$ cat config.mk
export PLATFORM = sky130hd
export DESIGN_NAME = sad_min_search
export DESIGN_NICKNAME = d
export VERILOG_FILES = /design/src/rtl/me_pkg.sv /design/src/rtl/sad8x8_tree.sv /design/src/rtl/sad_min_search.sv
export SDC_FILE = /design/constraint.sdc
export NUM_CORES = 2
export LEC_CHECK = 0
export BUFFER_PORTS_ARGS = -buffer_cell sky130_fd_sc_hd__buf_2
export CORE_UTILIZATION = 30
export DETAILED_ROUTE_END_ITERATION = 7
export GPL_TIMING_DRIVEN = 0
export MAX_ROUTING_LAYER = met4
export PLACE_DENSITY = 0.57
export SYNTH_ARGS = -nofsm -noshare
export SYNTH_HDL_FRONTEND = slang
export SYNTH_HIERARCHICAL = 1
export SYNTH_SLANG_ARGS = --single-unit
$ cat constraint.sdc
create_clock -name clk -period 17.8 [get_ports clk]
set_input_delay 3.56 -clock clk [delete_from_list [all_inputs] [get_ports clk]]
set_output_delay 3.56 -clock clk [all_outputs]
set_load 0.02 [all_outputs]
$ cat src/rtl/me_pkg.sv
// Shared widths, FSM encoding and pixel helper for the SAD motion-estimation core.
package me_pkg;

  localparam int unsigned PIX_W    = 8;
  localparam int unsigned BLK_PIX  = 64;
  localparam int unsigned SR       = 8;
  localparam int unsigned NUM_CAND = (2 * SR) * (2 * SR);
  localparam int unsigned SAD_W    = 14;
  localparam int unsigned MV_W     = $clog2(2 * SR);
  localparam int unsigned IDX_W    = $clog2(NUM_CAND);
  localparam int unsigned BLK_W    = PIX_W * BLK_PIX;
  localparam int unsigned GRP      = 8;
  localparam int unsigned PSUM_W   = 11;

  typedef enum logic [1:0] {
    IDLE,
    SEARCH,
    DRAIN,
    DONE
  } state_t;

  typedef struct packed {
    logic signed [MV_W-1:0] y;
    logic signed [MV_W-1:0] x;
  } mv_t;

  function automatic logic [PIX_W-1:0] pix_at(input logic [BLK_W-1:0] bus, input int unsigned i);
    return bus[i*PIX_W +: PIX_W];
  endfunction

endpackage

$ cat src/rtl/sad8x8_tree.sv
// Three-stage 8x8 SAD pipeline: abs-diff, 8-term partial sums, final sum.
// The motion vector rides alongside the data as sideband.
module sad8x8_tree
  import me_pkg::*;
(
  input  logic             clk,
  input  logic             rst,
  input  logic             in_valid,
  input  logic [BLK_W-1:0] cur,
  input  logic [BLK_W-1:0] cand,
  input  mv_t              in_mv,
  output logic             out_valid,
  output logic [SAD_W-1:0] sad,
  output mv_t              out_mv,
  output logic             busy_c
);

  logic [PIX_W-1:0]  ad [BLK_PIX];
  logic [PSUM_W-1:0] ps [GRP];
  logic [PSUM_W-1:0] ps_c [GRP];
  logic [SAD_W-1:0]  sum_c;
  logic              s1_v;
  logic              s2_v;
  mv_t               s1_mv;
  mv_t               s2_mv;

  function automatic logic [PIX_W-1:0] absdiff(input logic [PIX_W-1:0] a, input logic [PIX_W-1:0] b);
    return (a > b) ? (a - b) : (b - a);
  endfunction

  // Valid chain; reset drops anything in flight.
  always_ff @(posedge clk) begin
    if (!rst) begin
      s1_v      <= 1'b0;
      s2_v      <= 1'b0;
      out_valid <= 1'b0;
    end else begin
      s1_v      <= in_valid;
      s2_v      <= s1_v;
      out_valid <= s2_v;
    end
  end

  always_comb begin
    for (int unsigned g = 0; g < GRP; g++) begin
      ps_c[g] = '0;
      for (int unsigned k = 0; k < GRP; k++) begin
        ps_c[g] = ps_c[g] + PSUM_W'(ad[g*GRP + k]);
      end
    end
    sum_c = '0;
    for (int unsigned g = 0; g < GRP; g++) begin
      sum_c = sum_c + SAD_W'(ps[g]);
    end
  end

  // Data stages only load when their input is valid.
  always_ff @(posedge clk) begin
    if (in_valid) begin
      for (int unsigned i = 0; i < BLK_PIX; i++) begin
        ad[i] <= absdiff(pix_at(cur, i), pix_at(cand, i));
      end
      s1_mv <= in_mv;
    end
    if (s1_v) begin
      for (int unsigned g = 0; g < GRP; g++) begin
        ps[g] <= ps_c[g];
      end
      s2_mv <= s1_mv;
    end
    if (s2_v) begin
      sad    <= sum_c;
      out_mv <= s2_mv;
    end
  end

  assign busy_c = s1_v | s2_v | out_valid;

endmodule

$ cat src/rtl/sad_min_search.sv
// Full-search motion estimation: latches a current block, streams 256 candidates
// through the SAD pipeline and reports the earliest minimum-SAD motion vector.
module sad_min_search
  import me_pkg::*;
(
  input  logic                   clk,
  input  logic                   rst,
  input  logic                   cur_valid,
  input  logic [BLK_W-1:0]       cur_data,
  input  logic                   cand_valid,
  output logic                   cand_ready,
  input  logic [BLK_W-1:0]       cand_data,
  output logic                   result_valid,
  output logic [SAD_W-1:0]       best_sad,
  output logic signed [MV_W-1:0] best_mvx,
  output logic signed [MV_W-1:0] best_mvy,
  output logic                   next_block
);

  state_t           state;
  logic [BLK_W-1:0] cur_q;
  logic [IDX_W-1:0] idx;
  logic [SAD_W-1:0] min_sad;
  mv_t              min_mv;
  mv_t              idx_mv;
  logic             accept_c;
  logic             start_c;
  logic             t_valid;
  logic             t_busy_c;
  logic [SAD_W-1:0] t_sad;
  mv_t              t_mv;

  assign accept_c = cand_valid && cand_ready;
  // The DONE cycle doubles as IDLE re-entry so back-to-back blocks need no gap cycle.
  assign start_c  = cur_valid && ((state == IDLE) || (state == DONE));

  always_comb begin
    idx_mv.x = idx[MV_W-1:0] - MV_W'(SR);
    idx_mv.y = idx[IDX_W-1:MV_W] - MV_W'(SR);
  end

  always_ff @(posedge clk) begin
    if (start_c) begin
      cur_q <= cur_data;
    end
  end

  sad8x8_tree u_tree (
    .clk      (clk),
    .rst      (rst),
    .in_valid (accept_c),
    .cur      (cur_q),
    .cand     (cand_data),
    .in_mv    (idx_mv),
    .out_valid(t_valid),
    .sad      (t_sad),
    .out_mv   (t_mv),
    .busy_c   (t_busy_c)
  );

  always_ff @(posedge clk) begin
    if (!rst) begin
      state        <= IDLE;
      idx          <= '0;
      min_sad      <= '1;
      min_mv       <= '0;
      cand_ready   <= 1'b0;
      result_valid <= 1'b0;
      next_block   <= 1'b0;
      best_sad     <= '0;
      best_mvx     <= '0;
      best_mvy     <= '0;
    end else begin
      result_valid <= 1'b0;
      next_block   <= 1'b0;

      // Strict compare keeps the earliest candidate on ties.
      if (t_valid && (t_sad < min_sad)) begin
        min_sad <= t_sad;
        min_mv  <= t_mv;
      end

      case (state)
        IDLE: begin
          if (cur_valid) begin
            state      <= SEARCH;
            idx        <= '0;
            min_sad    <= '1;
            cand_ready <= 1'b1;
          end
        end
        SEARCH: begin
          if (accept_c) begin
            idx <= idx + IDX_W'(1);
            if (idx == IDX_W'(NUM_CAND - 1)) begin
              state      <= DRAIN;
              cand_ready <= 1'b0;
            end
          end
        end
        DRAIN: begin
          if (!t_busy_c) begin
            state        <= DONE;
            result_valid <= 1'b1;
            next_block   <= 1'b1;
            best_sad     <= min_sad;
            best_mvx     <= min_mv.x;
            best_mvy     <= min_mv.y;
          end
        end
        DONE: begin
          if (cur_valid) begin
            state      <= SEARCH;
            idx        <= '0;
            min_sad    <= '1;
            cand_ready <= 1'b1;
          end else begin
            state <= IDLE;
          end
        end
        default: state <= IDLE;
      endcase
    end
  end

endmodule

# ---- Yosys cells after proc, flatten, opt, wreduce, memory -nomap -nowiden
# Memories as Yosys holds them, arrays and structs flattened.
# Cells that the tools add are included.
dict set report totals {
  register_bits 609
  ram_bits 600
  input_bits 1028
  word_cells 391
  memories 2
}
# name depth word_bits read_ports rd_clocked_by_memory_dff wr line
set memory_table {}
lappend memory_table {u_tree.ad 64 8 64 0 64 sad8x8_tree.sv:18} ;# logic [PIX_W-1:0] ad [BLK_PIX];
lappend memory_table {u_tree.ps 8 11 8 0 8 sad8x8_tree.sv:19} ;# logic [PSUM_W-1:0] ps [GRP];
dict set report op_classes {
  addsub 194
  n_lt_le_gt_ge 65
  eq_ne 9
  mux 85
  bitwise 3
  n_reduce_logical 12
}
# operator count
set ops {}
lappend ops {{subtractor 8 bit} 128}
lappend ops {{adder 11 x 8 -> 11 bit} 48}
lappend ops {{2-to-1 mux 8 bit} 66}
lappend ops {{greater-than comparator 8 bit} 64}
lappend ops {{adder 14 x 11 -> 14 bit} 6}
lappend ops {{adder 8 x 8 -> 9 bit} 8}
lappend ops {{2-to-1 mux 14 bit} 3}
lappend ops {{case mux 8 bit (2 select lines)} 1}
lappend ops {{< comparator 14 bit} 1}
lappend ops {{adder 11 x 11 -> 12 bit} 1}
lappend ops {{2-to-1 mux 1 bit} 9}
lappend ops {{adder 8 x 1 -> 8 bit (second input constant)} 1}
lappend ops {{== test 8 bit (second input constant)} 1}
lappend ops {{2-to-1 mux 2 bit} 4}
lappend ops {{case mux 2 bit (4 select lines)} 1}
lappend ops {{AND reduction 4 bit} 2}
lappend ops {{subtractor 4 bit (second input constant)} 2}
lappend ops {{inequality test 2 bit (second input constant)} 3}
lappend ops {{== test 2 bit (second input constant)} 2}
lappend ops {{inequality test 2 x 1 -> 1 bit (second input constant)} 2}
lappend ops {{AND reduction 2 bit} 2}
lappend ops {{logical AND 1 bit} 3}
lappend ops {{AND reduction 3 bit} 1}
lappend ops {{== test 2 x 1 -> 1 bit (second input constant)} 1}
lappend ops {{7 further kinds} 8}

# ---- Logic depth before layout (Yosys ltp)
# An unclocked memory read counts as a cell.
dict set report logic_depth {
  depth_word 8
  mapped_depth 15
  ltp_nobuf 15
}

# ---- Cells and area by module
# Netlist, hierarchy kept.
# mod instances cells_per_inst area_each_um2 seq_area_each_um2
set modules_own_cells {}
lappend modules_own_cells {sad8x8_tree 1 7653 76045.4 19218.4}
lappend modules_own_cells {sad_min_search 1 830 18024.8 16495.8}

# ---- Worst setup path before layout
# No wires, ideal clock.
dict set report synth_timing {
  path_kind {input to register}
  start {input port cand_valid}
  end {memory u_tree.ad[0][0] (enable)}
  setup_ns 0.867
  arrival_time_ns 13.656
  slack_ns 3.278
  cell_stages 2
  path_buffers 0
  path_cell_list {nand2_1 inv_1}
}
# item line
set synth_lines {}
lappend synth_lines {{start, declared} sad_min_search.sv:10} ;# input logic cand_valid,
lappend synth_lines {{end, declared} sad8x8_tree.sv:18}

==> flow_summary.ini <==
[detailed_routing]
vias = 65301
drt-total-wl_mm = 280.3
drc = 0
post_drt_via_cell_ratio = 4.634
antenna_left = 0
drt_iter0_drc = 4082
drtPass1Iterations = 6
wl_per_cell_um = 19.89

[setup_path]
cp_top_family = compound AO/OA/AOI/OAI gates
r2r-start = u_tree/ad[0][154]$_DFFE_PP_
reg2reg_slack_ns = 12.69
start_kind = primary input
r2r_cells = 14
end_kind = flip-flop
cpMaxStageDelayCell = xor2_1
worst-endpoint-required_ns = 18.39
crit_fanout = 6
cp_num_buf_inv = 1
crit-reg2reg-capture = u_tree/ps[0][30]$_DFFE_PP_
path_class = in2reg
arrival_ns = 5.87
cp_cell_sequence = buf_2 -> ha_1 -> fa_1 -> nor2b_1 -> o2111ai_1 -> a41oi_4 -> mux2i_1 -> xor2_1
max_stage_delay_ns = 0.46

[logic_synthesis]
synth_top_family_by_area = adder cells
ys_types = 88
synthAdderAreaFrac = 0.2649
synth_edf_count = 1150
synth_mux_area_frac = 0.04215
synth_compound_area_frac = 0.1334
synthSimpleGateAreaFrac = 0.05915
synth.ff_latch_count = 1209
synth_xor_area_frac = 0.03631
postSynth.asyncResetShare = 0
seq_area_frac_synth = 0.3797
synthFlopType = edfxtp_1
syn_inst = 8483
synth_area_um2 = 94070
syn_nets = 11161
yosysWarnings = 6
avgSynthCellArea_um2 = 11.09

[cts]
cts_root_buffer = clkbuf_16
cts_tree = yes
cts_resized = 0
clk_path_buf_depth = 4
cts_buffers = 167
cts_setup_buffers = 0
htree_levels = 4
clk_latency_ns = 0.89
cts.sinks = 1209
clk_pin_slew_ns = 0.06
postCtsHoldBufs = 0

[finish]
final_nets = 12393
seqCellArea_um2 = 35720
fillCellCount = 31359
layout-drive-gt1-share = 0.1695
area_growth_pct = 17.68
multi_input_area_um2 = 50410

[timing]
worst_slew_pin_slew_ns = 1.173
final_hold_viol_count = 0
drv_slew = 0
setup_violations = 0
fin_worst_skew_ns = 0.04946
layout_min_cycle_time_ns = 5.274
finalCritPeriodShare = 0.2963
max_freq_ghz = 0.1896
final.setup.worst_slack_ns = 12.53
slew_headroom = 0.2172
worst_hold_slack_ns = 0.4071
grt_setup_unrepaired = false

[floorplan]
ios = 1053
die_area_um2 = 315800
core_um2 = 311900
dieWidth_um = 562.0
rows = 205
die_h_um = 562.0
initial_core_util = 0.3016

[place]
port_buffers = 1052
gp_congestion = 0.9354
pre_cts_slack_ns = 11.67
dpl.hpwl_mm = 229.3

[global_routing]
grt_pass1_vias = 64665
grt_pass1_wl_mm = 410.6
overflow = 0
grt_max_degree = 119
grt_use_total = 0.1781
antenna_found_initial = 157

[run]
cap_violations = 0

[status]
status = completed

[worst_hold_path]
hp-start = u_tree/s1_mv[1]$_DFFE_PP_
holdCritPathClass = reg2reg
whs_endpoint = u_tree/s2_mv[1]$_DFFE_PP_
worstHoldPathCells = 0
layer usage:
| layer | vias to the layer above | GRT usage | routed length [um] |
|---|---|---|---|
| met5 | - | - | 0 |
| met4 | 0 | 0.05182 | 7920 |
| met3 | 350 | 0.04116 | 18410 |
| met2 | 1799 | 0.2797 | 128000 |
| met1 | 31455 | 0.2279 | 125900 |
| li1 | 31697 | - | - |
final cells by class:
type | instances | area share
multi-input combinational | 5233 | 0.4554
sequential | 1209 | 0.3226
inverter | 1796 | 0.06103
timing repair buffer | 1063 | 0.05029
tap | 4140 | 0.04679
clock buffer | 196 | 0.03977
clock inverter | 104 | 0.01086
buffer | 245 | 0.01084
antenna | 105 | 0.002373
logic make-up (layout without fill, tap and decap cells):
group / after synthesis / in the layout
DFF: 1209 / 1209
buffers and inverters: 2041 / 3404
adders and majority gates: 1650 / 1650
muxes: 396 / 396
other: 0 / 105
xor gates and xnor gates: 390 / 390
AOI/OAI and AO/OA: 1758 / 1758
and+or+nand+nor: 1039 / 1039
worst reg2reg max path, cell delays in order (launching register included):
cell and delay (ns):
edfxtp_1 0.32, inv_1 0.06, fa_1 0.53, inv_1 0.06, fa_1 0.56, fa_1 0.43
fa_1 0.50, ha_1 0.18, inv_1 0.07, fa_1 0.45, nor2b_1 0.13, o21ai_0 0.10
a21boi_0 0.33, o21ai_0 0.12, a21boi_0 0.88
stage by stage:
step	area, um2	utilization	instances	TNS (ns)
2_1_floorplan	94070	-	8483	0
3_3_place_gp	104500	0.3351	13675	-3688.90
3_5_place_dp	104800	0.3361	13686	0
4_1_cts	110400	0.3541	13986	0
5_1_grt	110700	0.3549	14080	0
6_report	110700	0.3549	14091	0
worst max path at each step:
stage | from | to | slack, ns | cells after the start
after floorplan | cand_valid | u_tree/ad[0][0]$_DFFE_PP_ | 3.28 | 2
after global placement | cur_valid | cur_q[148]$_DFFE_PP_ | -4.33 | 3
after detailed placement | cand_data[40] | u_tree/ad[0][47]$_DFFE_PP_ | 11.67 | 8
after CTS | u_tree/ad[0][154]$_DFFE_PP_ | u_tree/ps[0][30]$_DFFE_PP_ | 12.47 | 14
after global routing | u_tree/ad[0][154]$_DFFE_PP_ | u_tree/ps[0][30]$_DFFE_PP_ | 12.35 | 14
final | cand_data[40] | u_tree/ad[0][45]$_DFFE_PP_ | 12.53 | 8
synth_stat cells (all sizes together) (42+ instances only):
| cell | count | area (um2) |
|---|---|---|
| a21o | 343 | 2579 |
| a221oi | 58 | 508.0 |
| inv | 1796 | 6741 |
| o21ai | 300 | 1753 |
| mux2i | 395 | 3954 |
| clkbuf | 69 | 259.0 |
| nor3 | 42 | 215.2 |
| ha | 1081 | 13530 |
| a211oi | 102 | 803.3 |
| nand2b | 44 | 275.3 |
| nor2b | 52 | 325.3 |
| a21boi | 44 | 330.3 |
| a31oi | 199 | 1264 |
| nand4 | 64 | 442.9 |
| nor2 | 166 | 625.6 |
| edfxtp | 1150 | 34530 |
| fa | 569 | 11390 |
| a21oi | 404 | 2059 |
| dfxtp | 59 | 1181 |
| buf | 176 | 940.9 |
| nand3b | 96 | 720.7 |
| nand2 | 367 | 1380 |
| xnor2 | 146 | 1279 |
| xor2 | 244 | 2137 |
| and4 | 64 | 630.6 |
cells in the final DEF (no fill, tap or decap), drive strengths merged, types with 40 or more instances in the layout:
master,netlist,layout
a221oi,58,58
dfxtp,59,59
and4,64,64
edfxtp,1150,1150
a21o,343,343
clkinv,0,64
a21boi,44,44
inv,1796,1809
fa,569,569
nand4,64,64
nor3,42,42
nand2,367,367
nor2b,52,52
nand2b,44,44
o2111ai,40,40
o21ai,300,300
clkbuf,69,265
ha,1081,1081
xor2,244,244
buf,176,1239
diode,0,105
mux2i,395,395
a21oi,404,404
xnor2,146,146
a31oi,199,199
nor2,166,166
nand3b,96,96
a211oi,102,102
sequential cells by signal, indices dropped and copies added, names as in the netlist:
signal,flops
idx,8
u_tree/ad,512
best_mvx,4
cand_ready,1
cur_q,512
u_tree/out_valid,1
u_tree/ps,88
best_sad,14
u_tree/s2_v,1
u_tree/sad,14
u_tree/s1_v,1
u_tree/out_mv,8
next_block,1
u_tree/s1_mv,8
min_mv,8
min_sad,14
u_tree/s2_mv,8
best_mvy,4
state,2
Power is left out: the tool's default activity adds up to more than one toggle a clock period on the data nets, which glitch-free logic cannot reach.
